<file path="src/rtl/police_dispatch.sv">
// police_dispatch: upstream stage of police_car.
// Counts corpse reports, waits a frame-counted delay, then holds on_call
// until police_car pulses complete. A cooldown follows each sweep, and
// corpses reported in the meantime cause a new dispatch.
// Optional feature macro: POLICE_WITNESS_EN adds the witness_call input.
// A witness call in IDLE or REPORTED skips the remaining delay.
module police_dispatch #(
    parameter int DISPATCH_DELAY = 120,
    parameter int COOLDOWN       = 180,
    parameter int TIMER_W        = 10,
    parameter int CNT_W          = 4
) (
    input  logic               Clk,
    input  logic               Reset,
    input  logic               frame_clk,
    input  logic               corpse_found,
    input  logic               complete,
`ifdef POLICE_WITNESS_EN
    input  logic               witness_call,
`endif
    output logic               on_call,
    output logic [CNT_W-1:0]   pending_corpses,
    output logic [TIMER_W-1:0] countdown,
    output logic               busy
);

    typedef enum logic [1:0] {
        IDLE       = 2'd0,
        REPORTED   = 2'd1,
        DISPATCHED = 2'd2,
        COOLDN     = 2'd3
    } state_t;

    // A zero report delay still costs one frame.
    localparam logic [TIMER_W-1:0] DLY_LOAD  = (DISPATCH_DELAY < 1) ? TIMER_W'(1)
                                                                     : TIMER_W'(DISPATCH_DELAY);
    localparam logic [TIMER_W-1:0] COOL_LOAD = TIMER_W'(COOLDOWN);
    localparam logic [TIMER_W-1:0] ONE       = TIMER_W'(1);
    localparam logic [CNT_W-1:0]   PEND_MAX  = {CNT_W{1'b1}};

    state_t             state, state_nxt;
    logic [TIMER_W-1:0] cd_nxt;
    logic [CNT_W-1:0]   pend_nxt;
    logic               on_call_nxt, busy_nxt;
    logic               frame_q;
    logic               tick;
    logic               wit_take;

    logic [CNT_W:0]     pend_base;
    logic [CNT_W:0]     pend_sum;
    logic [1:0]         pend_inc;

    assign tick = frame_clk & ~frame_q;

`ifdef POLICE_WITNESS_EN
    // Witness calls only matter before the car has been sent.
    assign wit_take = witness_call & ((state == IDLE) | (state == REPORTED));
`else
    assign wit_take = 1'b0;
`endif

    // Pending count: a sweep completion clears first, then new reports add, saturating.
    always_comb begin
        pend_base = {1'b0, pending_corpses};
        if ((state == DISPATCHED) && complete)
            pend_base = '0;
        pend_inc = {1'b0, corpse_found} + {1'b0, wit_take};
        pend_sum = pend_base + {{(CNT_W-1){1'b0}}, pend_inc};
        if (pend_sum > {1'b0, PEND_MAX})
            pend_nxt = PEND_MAX;
        else
            pend_nxt = pend_sum[CNT_W-1:0];
    end

    // Next-state and countdown.
    always_comb begin
        state_nxt = state;
        cd_nxt    = countdown;
        unique case (state)
            IDLE: begin
                cd_nxt = '0;
                if (wit_take) begin
                    state_nxt = DISPATCHED;
                end else if (corpse_found) begin
                    // A same-cycle tick is not consumed by the fresh load.
                    state_nxt = REPORTED;
                    cd_nxt    = DLY_LOAD;
                end
            end
            REPORTED: begin
                if (wit_take) begin
                    state_nxt = DISPATCHED;
                    cd_nxt    = '0;
                end else if (tick) begin
                    if (countdown <= ONE) begin
                        state_nxt = DISPATCHED;
                        cd_nxt    = '0;
                    end else begin
                        cd_nxt = countdown - ONE;
                    end
                end
            end
            DISPATCHED: begin
                cd_nxt = '0;
                if (complete) begin
                    state_nxt = COOLDN;
                    cd_nxt    = COOL_LOAD;
                end
            end
            COOLDN: begin
                if (tick) begin
                    if (countdown <= ONE) begin
                        // Reports arriving on the leaving cycle still count.
                        if (pend_nxt != '0) begin
                            state_nxt = REPORTED;
                            cd_nxt    = DLY_LOAD;
                        end else begin
                            state_nxt = IDLE;
                            cd_nxt    = '0;
                        end
                    end else begin
                        cd_nxt = countdown - ONE;
                    end
                end
            end
            default: begin
                state_nxt = IDLE;
                cd_nxt    = '0;
            end
        endcase
    end

    // Output decode from the upcoming state so the flops below hold them.
    always_comb begin
        on_call_nxt = (state_nxt == DISPATCHED);
        busy_nxt    = (state_nxt != IDLE);
    end

    // State, counters and registered outputs; reset drops everything at once.
    always_ff @(posedge Clk or posedge Reset) begin
        if (Reset) begin
            state           <= IDLE;
            frame_q         <= 1'b0;
            countdown       <= '0;
            pending_corpses <= '0;
            on_call         <= 1'b0;
            busy            <= 1'b0;
        end else begin
            state           <= state_nxt;
            frame_q         <= frame_clk;
            countdown       <= cd_nxt;
            pending_corpses <= pend_nxt;
            on_call         <= on_call_nxt;
            busy            <= busy_nxt;
        end
    end

endmodule

</file>
<file path="config.mk">
export PLATFORM = sky130hd
export DESIGN_NAME = police_dispatch
export DESIGN_NICKNAME = d
export VERILOG_FILES = /design/src/rtl/police_dispatch.sv
export SDC_FILE = /design/constraint.sdc
export NUM_CORES = 1
export LEC_CHECK = 0
export ABC_AREA = 0
export CELL_PAD_IN_SITES_DETAIL_PLACEMENT = 1
export CELL_PAD_IN_SITES_GLOBAL_PLACEMENT = 1
export CORE_ASPECT_RATIO = 1.2
export CORE_MARGIN = 2
export CORE_UTILIZATION = 38
export DETAILED_ROUTE_END_ITERATION = 10
export HOLD_SLACK_MARGIN = 0.12
export PLACE_DENSITY_LB_ADDON = 0.1
export SLEW_MARGIN = 20
export SYNTH_ARGS = -nofsm -noshare
export SYNTH_HDL_FRONTEND = slang
export SYNTH_SLANG_ARGS = --single-unit
</file>
<file path="constraint.sdc">
create_clock -name Clk -period 2.93 [get_ports Clk]
set_input_delay 0.586 -clock Clk [delete_from_list [all_inputs] [get_ports Clk]]
set_output_delay 0.586 -clock Clk [all_outputs]
set_load 0.05 [all_outputs]
</file>
---- Yosys cells after proc, flatten, opt, wreduce, memory -nomap -nowiden ----
Index checks and enable logic that the tools add are counted.
storage, ports and cells
  bits in registers ....................... 19
  input port bits ......................... 5
  output and inout bits ................... 16
  word-level logic and storage cells ...... 41
cells by class
  add/subtract/negate cells ............... 2
  magnitude comparators ................... 2
  equality and inequality tests ........... 6
  mux-type cells .......................... 18
  bitwise gates (word level) .............. 2
  reduce and logical (&&, ||, !) cells .... 5
operator list
  cell                                                           number
  two-way mux 10 bit                                             4
  case mux 10 bit (4 select lines)                               1
  two-way mux 7 bit                                              2
  two-way mux 2 bit                                              6
  <= comparator 10 x 1 -> 1 bit, second input constant           1
  subtractor 10 x 1 -> 10 bit, second input constant             1
  two-way mux 4 bit                                              2
  two-way mux 8 bit                                              1
  case mux 2 bit (4 select lines)                                1
  equality test 2 bit, second input constant                     3
  adder 5 x 1 -> 5 bit                                           1
  greater-than comparator 5 x 4 -> 1 bit, second input constant  1
  != test 2 bit, second input constant                           2
  nonzero test 4 bit                                             1
  equality test 2 x 1 -> 1 bit, second input constant            1
  zero test 2 bit                                                1
  AND reduction 2 bit                                            1
  nonzero test 2 bit                                             1
  AND 1 bit                                                      1
  logical AND 1 bit                                              1
  two-way mux 1 bit                                              1
  NOT 1 bit                                                      1

---- Logic depth before layout (Yosys ltp) ----
Gate-level depths: netlist of run 1.
  depth after elaboration ................. 12
  mapped depth ............................ 9
  mapped depth without buffers ............ 8

---- Worst setup path after synthesis of run 1 ----
Ideal clock, no wire load.
  path kind ............................... input port to flip-flop
  start point ............................. input complete
  end point ............................... register countdown[6]
  setup time .............................. 126 ps
  data arrival time ....................... 2378 ps
  required time ........................... 2804 ps
  setup slack ............................. 425 ps
  cell stages on the path ................. 8
  path buffers ............................ 0
  path through ............................ nand3b_1 -> and2_1 -> ha_1 -> ha_1 -> a2111oi_0 -> a21oi_1 -> a31o_2 -> a311o_1
between the ends
  cells in the longest elaborated chain, start to end .. 10
ends and longest elaborated chain
  item                                    RTL line  text
  start: declaration                      17        input logic complete,
  logical AND 1 bit (*)                   65        if ((state == DISPATCHED) && complete)
  two-way mux 4 bit (*)                   65
  adder 5 x 1 -> 5 bit (*)                68        pend_sum = pend_base + {{(CNT_W-1){1'b0}}, pend_inc};
  greater-than comparator 5 x 4 -> 1 bit  69        if (pend_sum > {1'b0, PEND_MAX})
  two-way mux 4 bit (*)                   69
  nonzero test 4 bit (*)                  114       if (pend_nxt != '0) begin
  two-way mux 7 bit (*)                   114
  two-way mux 10 bit (*)                  112       if (countdown <= ONE) begin
  two-way mux 10 bit (*)                  111       if (tick) begin
  case mux 10 bit (4 select lines) (*)    79        unique case (state)
  end signal: assignment                  151       countdown <= cd_nxt;
  end: declaration                        23        output logic [TIMER_W-1:0] countdown,
Mark *: on every way between the ends. The rest lies on a longest branch, timed or not. The select of a mux whose other input is x is not followed.
A chain may end at the register's enable or synchronous reset.

---- Worst setup path in the final report of run 1 ----
Ends and elaborated chain as after synthesis.

==> results.md, run 1 <==
* Number of clock sinks at 19
* Number of different library cells in the post-synthesis netlist at 41
* Start-to-end type of the worst setup path: in -> reg
* Run status: finished clean
* Row Count at 21
* CP Capture Type: flip-flop
* Root Buffer: clkbuf_4
* Critical path launch point type: input port
* Share of post-route cells with drive strength above 1 at 13.4%
* Worst reg2reg setup slack at about 0.47 ns
* Area Growth Syn to Fin at 30.3%
* First-iteration detailed-routing DRC count at 23
* CP Capture Point: countdown[6]
* Final Util at 51.4%
* Headroom to the max-slew limit at approximately 48%
* Portion of the clock cycle consumed by the worst path in the final layout at slightly below 100%
* Vias at around 1000
* Post-CTS Setup Bufs at 0
* Placeable core region at 2790 µm²
* Number of diodes at 0
* Compound-gate portion of the synthesized area at 23.2%
* Startpoint of the worst setup timing path: complete
* Drt via density at 5.70
* Min-Delay Path Class: reg -> reg
* Clock Skew at around 0.0047 ns
* Count of mapped cells out of synthesis at 120
* Last weighted congestion value of the routability-driven placer at 0.778
* H-tree Lvls at 1
* Antenna violations before repair at 0
* Remaining design rule violation count at 0
* IO Pins at 21
* Initial Util at 39.5%
* Actual slew at the worst max-slew pin at 0.776 ns
* Die height at around 63 µm
* Die X-Extent at 53.1 µm
* Max Cap Viol at 0
* Total clock buffers created by CTS at 3
* Synth Net Count at 129
* Antenna-violating nets left at 0
* Xor/xnor share of the synthesized area at less than 1%
* Combinational family with the most area after synthesis: compound AO/OA/AOI/OAI gates
* Standby leakage power at roughly 0.62 nW
* Worst-Skew Late Latency at roughly 0.30 ns
* Overall power consumption at 0.00114 W
* Pre-CTS setup slack at -0.248 ns
* Startpoint of the most critical register-to-register path: state[0]
* Combined global-route utilization of all metal layers at 21.0%
* Detailed-route wire length at 3100 µm
* Die area at 3340 µm²
* RSZ-0062 raised after global routing: no
* Power density over cell area at 799 nW/µm²
* Critical R2R Capture: countdown[6]
* Global-route wire length before repair at 5320 µm
* Finished layout cell area at 1430 µm²
* Post-synthesis cell area at approximately 1100 µm²
* Depth of the worst register-to-register path at 8
* Layout filler cell count at 340
* Clock tree from TritonCTS: done
* Max Slew Vio Count at 0
* Req. time, crit path at about 3.1 ns
* Vias in the first global route at 1159
* Crit path DAT at between 3 and 4 ns
* Arithmetic-cell share of the synthesized area counting full adders, half adders and majority gates at 4.55%
* Detailed-router iteration count before antenna repair at 4
* Final Net Count at 159
* Average size of a mapped cell at 9.17 µm²
* Number of warnings printed during yosys synthesis at 0
* GRT overflow at 0
* Largest net degree at the start of global routing at 20
* Max VDD drop at 0.000621 V
* Setup total negative slack at 0 ns
* Min setup slack post-route at 0.112 ns
* Critical-path maximum fanout at 4
* Count of endpoints failing hold in the final timing report at 0
* Post-placement cell area at 1390 µm²
* Register clock-pin slew on the reported worst setup and hold paths at about 0.12 ns
* Maximum clock rate at 355 MHz
* Minimum clock period after layout at 2.82 ns
* Wire per inst at 17.0 µm
* Number of setup violations in the final report at 0
* Portion of netlist area occupied by mux cells at roughly 1.8%
* Simple-gate area share of the yosys netlist at 22.5%
* Post-synthesis sequential element count at 19
* Max Buffers Root-to-Sink at 2
* Port buffer count at 20
* Portion of the post-synthesis area used by sequential elements at 43.2%
* HPWL after DPL at 2270 µm
[metal layers]
layer / up-vias / GRT usage, % / routed length (µm)
li1: 500 / - / -
met1: 526 / 26.3 / 1420
met2: 15 / 37.0 / 1590
met3: 2 / 2.15 / 63
met4: 0 / 5.77 / 23
met5: - / 0 / 0
[stage by stage]
step / std cells / hold slack, ns
floorplan: 120 / 0.537
global placement: 179 / 0.558
detailed placement: 179 / 0.580
CTS: 183 / 0.597
global route: 183 / 0.642
finish: 183 / 0.588
[how the worst min path moves through the flow]
stage            startpoint  slack [ns]      endpoint  cells past startpoint
6_report       countdown[1]        0.59  countdown[1]                      2
2_1_floorplan         Reset        0.54          busy                      1
4_1_cts        countdown[1]        0.60  countdown[1]                      2
3_5_place_dp   countdown[1]        0.58  countdown[1]                      2
5_1_grt        countdown[1]        0.64  countdown[1]                      2
3_3_place_gp   countdown[1]        0.56  countdown[1]                      2
[critical path, stage by stage]
cell and delay [ns]:
clkdlybuf4s50_1 0.52, nand3b_1 0.12, and2_1 0.18, ha_1 0.21
ha_1 0.34, a2111oi_2 0.31, a21oi_1 0.19, a31o_2 0.28
a311o_1 0.27
[area by class of cell]
class | count | area (µm²) | area share, %
Sequential cell | 19 | 475 | 33.2
Inverter | 7 | 26.3 | 1.83
Clock buffer | 4 | 26.3 | 1.83
Timing Repair Buffer | 29 | 268 | 18.7
Tap cell | 34 | 42.5 | 2.97
Multi-Input combinational cell | 90 | 594 | 41.5
[synthesized netlist by cell type]
cell,count,area share [%]
nor3_2,1,0.91
nor2b_1,1,0.57
a22oi_1,1,0.68
ha_1,4,4.6
xor2_1,1,0.80
clkbuf_1,3,1.0
mux2i_1,2,1.8
a21oi_1,10,4.6
or3_4,2,2.0
o21ai_0,4,1.8
inv_1,7,2.4
o22ai_1,2,1.1
dfrtp_1,19,43
nand3b_1,1,0.68
nor3_1,4,1.8
nand2b_1,1,0.57
or4_1,1,0.68
a2111oi_0,2,1.6
a311o_1,1,0.91
and2_1,2,1.1
nor2_1,10,3.4
or4b_1,1,0.91
nor3b_1,1,0.68
o22a_1,1,0.80
buf_2,1,0.45
a21boi_0,1,0.68
a211oi_1,1,0.68
a21o_1,4,2.7
o31ai_1,3,2.0
o21a_1,1,0.68
nor4_1,2,1.1
or3_1,2,1.1
a311oi_1,1,0.80
a221oi_1,1,0.80
or2_2,2,1.1
nand2_1,9,3.1
a31oi_1,3,1.7
a31o_2,1,0.80
nand3_1,2,0.91
and3_1,3,1.7
o41ai_1,1,0.80
[cell usage in the layout (no fill, tap or decap), drive strengths merged, types with 2 or more instances in the layout]
| master | count |
|---|---|
| clkdlybuf4s50 | 20 |
| dfrtp | 19 |
| nor2 | 10 |
| a21oi | 10 |
| nand2 | 9 |
| buf | 9 |
| inv | 7 |
| nor3 | 5 |
| a21o | 4 |
| o21ai | 4 |
| ha | 4 |
| clkbuf | 4 |
| or3 | 4 |
| and3 | 3 |
| o31ai | 3 |
| a31oi | 3 |
| or2 | 2 |
| nand3 | 2 |
| a2111oi | 2 |
| o22ai | 2 |
| mux2i | 2 |
| and2 | 2 |
| nor4 | 2 |
[report_power, final]
| part | switching (W) | internal [W] |
|---|---|---|
| combinational | 0.000380 | 0.000235 |
| clock | 0.0000857 | 0.0000530 |
| sequential | 0.0000711 | 0.000320 |
[sequential cells by signal, indices dropped and copies added, names as in the netlist]
register         flops
pending_corpses      4
countdown           10
on_call              1
frame_q              1
state                2
busy                 1
[repair_timing]
action,CTS,global route
resized for setup,0,4
endpoints found under the setup margin,0,3
hold buffers,0,0
[cells by family (layout without fill, tap and decap cells)]
kind of cell,Yosys count,in the layout
buf+inv,11,40
compound gates,38,38
flops,19,19
mux,2,2
fa+ha+maj,4,4
simple gates,45,45
xor+xnor,1,1
Note: power is estimated with default switching activity, not from simulation.
==> run 2: changes to the inputs <==
--- a/config.mk
+++ b/config.mk
@@ -10,7 +10,7 @@
 export CELL_PAD_IN_SITES_GLOBAL_PLACEMENT = 1
 export CORE_ASPECT_RATIO = 1.2
 export CORE_MARGIN = 2
-export CORE_UTILIZATION = 38
+export CORE_UTILIZATION = 34
 export DETAILED_ROUTE_END_ITERATION = 10
 export HOLD_SLACK_MARGIN = 0.12
 export PLACE_DENSITY_LB_ADDON = 0.1
==> constraint.sdc (replaced) <==
create_clock -name Clk -period 2.3 [get_ports Clk]
set_input_delay 0.46 -clock Clk [delete_from_list [all_inputs] [get_ports Clk]]
set_output_delay 0.46 -clock Clk [all_outputs]
set_load 0.05 [all_outputs]
==> results.md, run 2 (same netlist as run 1, synthesis figures left out) <==
* Register clock-pin slew on the reported worst setup and hold paths at 0.11 ns (about the same)
* First-iteration detailed-routing DRC count at 35 (+52%)
* Total clock buffers created by CTS at 3 (unchanged)
* Clock tree from TritonCTS: done
* Min setup slack post-route at 0.0784 ns (-0.0340 ns)
* Max Buffers Root-to-Sink at 2 (unchanged)
* Cell count after placement at 185 (+3.4%)
* Power density over cell area at 1010 nW/µm² (+26%)
* Initial Util at 35.7% (-3.8 points)
* Wire per inst at 17.3 µm (+1.9%)
* Finished layout cell area at 1530 µm² (+7.0%)
* Layout Cells excl Fill at 189 (+3.3%)
* Count of endpoints failing hold in the final timing report at 0 (unchanged)
* Portion of the clock cycle consumed by the worst path in the final layout at a little over nine tenths
* Headroom to the max-slew limit at 66.5% (+18 points)
* Vias in the first global route at 1182 (+2.0%)
* Net switching power at 0.000725 W (+35%)
* Number of diodes at 0 (unchanged)
* Remaining design rule violation count at 0 (unchanged)
* Hold buffer count at CTS at 0 (unchanged)
* Most flops, register: countdown
* Detailed-route wire length at 3270 µm (+5.2%)
* Antenna-violating nets left at 0 (unchanged)
* Global-route wire length before repair at 5750 µm (+8.0%)
* Placeable core region at 3080 µm² (+11%)
* Port buffer count at 20 (unchanged)
* RSZ-0062 raised after global routing: yes
* Part of the power in the clock network at 11.3% (-0.8 points)
* Antenna violations before repair at 0 (unchanged)
* Area Growth Syn to Fin at 39.4%
* Die X-Extent at 55.9 µm (+5.3%)
* Run status: finished clean
* Worst-Skew Late Latency at 0.30 ns (about the same)
* Proportion of total power due to net switching at 46.8% (about the same)
* Maximum clock rate at 450 MHz
* Number of clock sinks at 19 (unchanged)
* Number of flip-flops in the largest register at 10 (unchanged)
* Post-placement cell area at 1480 µm² (+6.4%)
* Max Cap Viol at 0 (unchanged)
* Max Slew Vio Count at 0 (unchanged)
* Final Net Count at 163 (+2.5%)
* Largest net degree at the start of global routing at 20 (unchanged)
* Vias at 1051 (+0.77%)
* Die height at 66.3 µm (+5.4%)
* GRT overflow at 0 (unchanged)
* Last weighted congestion value of the routability-driven placer at 0.839 (+7.9%)
* Highest-count cells in the layout ignoring fill and taps: clkdlybuf4s50_1, dfrtp_1, buf_4, nor2_1
* H-tree Lvls at 1 (unchanged)
* IO Pins at 21 (unchanged)
* Clock Skew at 0.00549 ns (+0.000741 ns)
* Critical-path maximum fanout at 3 (-1)
* Registers with the most flip-flops: countdown: 10 flops, pending_corpses: 4 flops, state: 2 flops
* Critical path launch point type: flip-flop
* Most common library cell in the layout ignoring fill and taps: clkdlybuf4s50_1
* Root Buffer: clkbuf_4
* Pre-CTS setup slack at -0.435 ns (-0.187 ns)
* CP Capture Type: flip-flop
* Combinational Power Share at 56.0% (+2.3 points)
* Minimum clock period after layout at 2.22 ns
* Layout filler cell count at 361 (+6.2%)
* HPWL after DPL at 2410 µm (+6.1%)
* Share of post-route cells with drive strength above 1 at 20.3% (+6.8 points)
* Final worst hold slack at 0.480 ns (-0.108 ns)
* Footprint of the multi-input gates at 662 µm² (+11%)
* Register Area at 477 µm² (+0.26%)
* Row Count at 22 (+4.8%)
* Power share of the sequential group at 32.7% (-1.5 points)
* Detailed-router iteration count before antenna repair at 4 (unchanged)
* Post-CTS Setup Bufs at 0 (unchanged)
* Die area at 3710 µm² (+11%)
* Standby leakage power at 0.644 nW (+4.1%)
* Drt via density at 5.56 (-2.4%)
* Worst reg2reg setup slack at 0.08 ns (-0.39 ns)
* Crit path DAT at 2.41 ns (-0.60 ns)
* Min-Delay Path Class: in -> async
* Internal power consumption at 0.000823 W (+35%)
* Number of setup violations in the final report at 0 (unchanged)
* Combined global-route utilization of all metal layers at 20.0% (-1.0 points)
* Max VDD drop at 0.000880 V (+42%)
* Start-to-end type of the worst setup path: reg -> reg
* Actual slew at the worst max-slew pin at 0.501 ns (-0.274 ns)
* Req. time, crit path at 2.49 ns (-0.63 ns)
==> run 2: cell types whose count changed in the layout (fill, tap and decap cells not counted), sizes merged <==
cell and delta:
dlygate4sd2 +1, clkdlybuf4s50 -1, buf +4
==> run 2: area by class of cell <==
cell class / instances / share of cell area, %
clock buffers: 4 / 1.71
multi-input cells: 90 / 43.2
well taps: 36 / 2.94
inverters: 7 / 1.71
repair buffers: 33 / 19.3
flip-flops and latches: 19 / 31.1
==> run 2: stage by stage <==
| stage | TNS, ns | util, % | total power (W) |
|---|---|---|---|
| floorplan | -0.0239 | - | 0.00109 |
| CTS | 0 | 49.3 | 0.00156 |
| finish | 0 | 49.7 | 0.00155 |
| global route | -0.0133 | 49.7 | 0.00166 |
| detailed placement | -2.05 | 48.1 | 0.00136 |
| global placement | -1.62 | 48.1 | 0.00134 |
==> run 2: path summary, 6_finish.rpt <==
path / startpoint / endpoint / cells after the start
setup reg to reg: state[0] / countdown[6] / 8
setup / recovery: state[0] / countdown[6] / 8
hold reg to reg: countdown[1] / countdown[1] / 2
hold / removal: Reset / pending_corpses[2] / 3
max in group asynchronous: Reset / countdown[0] / 3
min in group Clk: complete / on_call / 2
==> run 2: critical path, stage by stage, from the launching register on <==
cell and delay (ns):
dfrtp_1 0.40, nand3b_1 0.22, and2_4 0.18, ha_4 0.16, ha_4 0.24, a2111oi_4 0.28
a21oi_2 0.10, a31o_2 0.26, a311o_1 0.27
==> run 2: layer usage <==
metal	track usage, %	routed length [µm]	up-vias
met2	35.9	1740	15
met4	8.93	31	0
met1	24.1	1420	521
met5	0	0	-
met3	2.15	71	4
li1	-	-	511
==> run 2: power by group through the flow <==
| stage | logic (W) | registers, W | clock network, W |
|---|---|---|---|
| CTS | 0.000871 | 0.000507 | 0.000185 |
| global route | 0.000932 | 0.000525 | 0.000199 |
| floorplan | 0.000347 | 0.000740 | 0 |
| global placement | 0.000835 | 0.000509 | 0 |
| finish | 0.000867 | 0.000506 | 0.000175 |
| detailed placement | 0.000849 | 0.000512 | 0 |
==> run 2: what timing repair did <==
| item | 4_1_cts | 5_1_grt |
|---|---|---|
| endpoints found under the setup margin | 2 | 3 |
| gates resized for setup | 2 | 3 |
| pin swaps | 1 | 0 |
| cloned | 0 | 0 |
==> run 3: changes to the inputs <==
--- a/config.mk
+++ b/config.mk
@@ -14,7 +14,7 @@
 export DETAILED_ROUTE_END_ITERATION = 10
 export HOLD_SLACK_MARGIN = 0.12
 export PLACE_DENSITY_LB_ADDON = 0.1
-export SLEW_MARGIN = 20
 export SYNTH_ARGS = -nofsm -noshare
 export SYNTH_HDL_FRONTEND = slang
 export SYNTH_SLANG_ARGS = --single-unit
+export TNS_END_PERCENT = 20
==> results.md, run 3 (same netlist as run 1, synthesis figures left out) <==
* Run status: finished clean
* RSZ-0062 raised after global routing: yes
* Area Growth Syn to Fin at 39.4% (unchanged)
* Share of post-route cells with drive strength above 1 at 20.3% (unchanged)
* Clock tree from TritonCTS: done
* Max VDD drop at 0.000880 V (about the same)
* Initial Util at 35.7% (unchanged)
* Overall power consumption at 0.00155 W (about the same)
* Die area at 3710 µm² (unchanged)
* Max Cap Viol at 0 (unchanged)
* Post-placement cell area at 1480 µm² (unchanged)
* Slowest stage delay, CP at 0.40 ns (about the same)
* Registers with the most flip-flops: countdown: 10 flops, pending_corpses: 4 flops, state: 2 flops
* Root Buffer: clkbuf_4
* Layout filler cell count at 361 (unchanged)
* Most common library cell in the layout ignoring fill and taps: clkdlybuf4s50_1
* Kind of cell with the highest combined delay on the critical path: compound AO/OA/AOI/OAI gates
* Drt via density at 5.56 (unchanged)
* Critical path launch point type: flip-flop
* Wire per inst at 17.3 µm (unchanged)
* GRT overflow at 0 (unchanged)
* CP Capture Type: flip-flop
* Clock Skew at 0.00549 ns (unchanged)
* Placeable core region at 3080 µm² (unchanged)
* Detailed-router iteration count before antenna repair at 4 (unchanged)
* Headroom to the max-slew limit at 66.5% (unchanged)
* Antenna violations before repair at 0 (unchanged)
* Pre-CTS setup slack at -0.435 ns (unchanged)
* Highest-count cells in the layout ignoring fill and taps: clkdlybuf4s50_1, dfrtp_1, buf_4, nor2_1
* Req. time, crit path at 2.49 ns (about the same)
* Min-Delay Path Class: in -> async
* Die X-Extent at 55.9 µm (unchanged)
* Max Buffers Root-to-Sink at 2 (unchanged)
* Number of flip-flops in the largest register at 10 (unchanged)
* Hold buffer count at CTS at 0 (unchanged)
* H-tree Lvls at 1 (unchanged)
* Critical path buffer and inverter count at 0 (unchanged)
* Vias in the first global route at 1182 (unchanged)
* Setup total negative slack at 0 ns (unchanged)
* HPWL after DPL at 2410 µm (unchanged)
* Largest net degree at the start of global routing at 20 (unchanged)
* Standby leakage power at 0.644 nW (unchanged)
* Crit path DAT at 2.41 ns (about the same)
* Number of diodes at 0 (unchanged)
* Worst-Skew Late Latency at 0.30 ns (about the same)
* Register clock-pin slew on the reported worst setup and hold paths at 0.11 ns (about the same)
* Final worst hold slack at 0.480 ns (unchanged)
* Power density over cell area at 1010 nW/µm² (about the same)
* Finished layout cell area at 1530 µm² (unchanged)
* Row Count at 22 (unchanged)
* IO Pins at 21 (unchanged)
* Combined global-route utilization of all metal layers at 20.0% (unchanged)
* Actual slew at the worst max-slew pin at 0.501 ns (unchanged)
* Count of endpoints failing hold in the final timing report at 0 (unchanged)
* Total clock buffers created by CTS at 3 (unchanged)
* Number of clock sinks at 19 (unchanged)
* Post-CTS Setup Bufs at 0 (unchanged)
* Maximum clock rate at 450 MHz (unchanged)
* Final Net Count at 163 (unchanged)
* Critical-path maximum fanout at 3 (unchanged)
* Most frequent cell on the critical path: ha_4
* Port buffer count at 20 (unchanged)
* Crit-path cells: nand3b_1 -> and2_4 -> ha_4 -> ha_4 -> a2111oi_4 -> a21oi_2 -> a31o_2 -> a311o_1
* Min setup slack post-route at 0.0784 ns (unchanged)
* Vias at 1051 (unchanged)
* Most flops, register: countdown
* Remaining design rule violation count at 0 (unchanged)
* Detailed-route wire length at 3270 µm (unchanged)
* Portion of the clock cycle consumed by the worst path in the final layout at 96.6% (unchanged)
* Minimum clock period after layout at 2.22 ns (unchanged)
* Start-to-end type of the worst setup path: reg -> reg
* Die height at 66.3 µm (unchanged)
* Antenna-violating nets left at 0 (unchanged)
* Last weighted congestion value of the routability-driven placer at 0.839 (unchanged)
* First-iteration detailed-routing DRC count at 35 (unchanged)
* Global-route wire length before repair at 5750 µm (unchanged)
* Max Slew Vio Count at 0 (unchanged)
* Master of the slowest instance on the critical path: dfrtp_1
* Number of setup violations in the final report at 0 (unchanged)
## run 3: layout make-up
cell class	count	area [µm²]	share of cell area (%)
sequential	19	477	31.1
timing repair buffer	33	297	19.3
inverter	7	26.3	1.71
tap	36	45.0	2.94
multi-input combinational	90	662	43.2
clock buffer	4	26.3	1.71
## run 3: power by group
part	switching [W]	internal, W
clock network	0.000107	0.0000676
logic	0.000520	0.000347
registers	0.0000975	0.000408
total	0.000725	0.000823
## run 3: layer usage
layer	up-vias	share of wire, %	GRT usage, %
met5	-	0	0
met4	0	0.95	8.93
met3	4	2.2	2.15
met2	15	53	35.9
met1	521	43	24.1
li1	511	-	-
## run 3: worst paths after layout
path,slack [ns],cells after the start,from,end
min in group Clk,0.56,2,complete,on_call
hold reg to reg,0.60,2,countdown[1],countdown[1]
hold / removal,0.48,3,Reset,pending_corpses[2]
max in group asynchronous,1.60,3,Reset,countdown[0]
setup reg to reg,0.08,8,state[0],countdown[6]
setup / recovery,0.08,8,state[0],countdown[6]
## run 3: worst min-delay path: stages
cell             delay, ns
clkdlybuf4s50_1       0.40
inv_1                 0.05
buf_4                 0.26
## run 3: stage by stage
stage / instances / utilization [%]
finish: 189 / 49.7
global route: 189 / 49.7
CTS: 189 / 49.3
detailed placement: 185 / 48.1
global placement: 185 / 48.1
floorplan: 120 / -
## run 3: repair_timing
item / 4_1_cts / 5_1_grt
resized for setup: 2 / 3
setup endpoints to repair: 2 / 3
pin swaps: 1 / 0
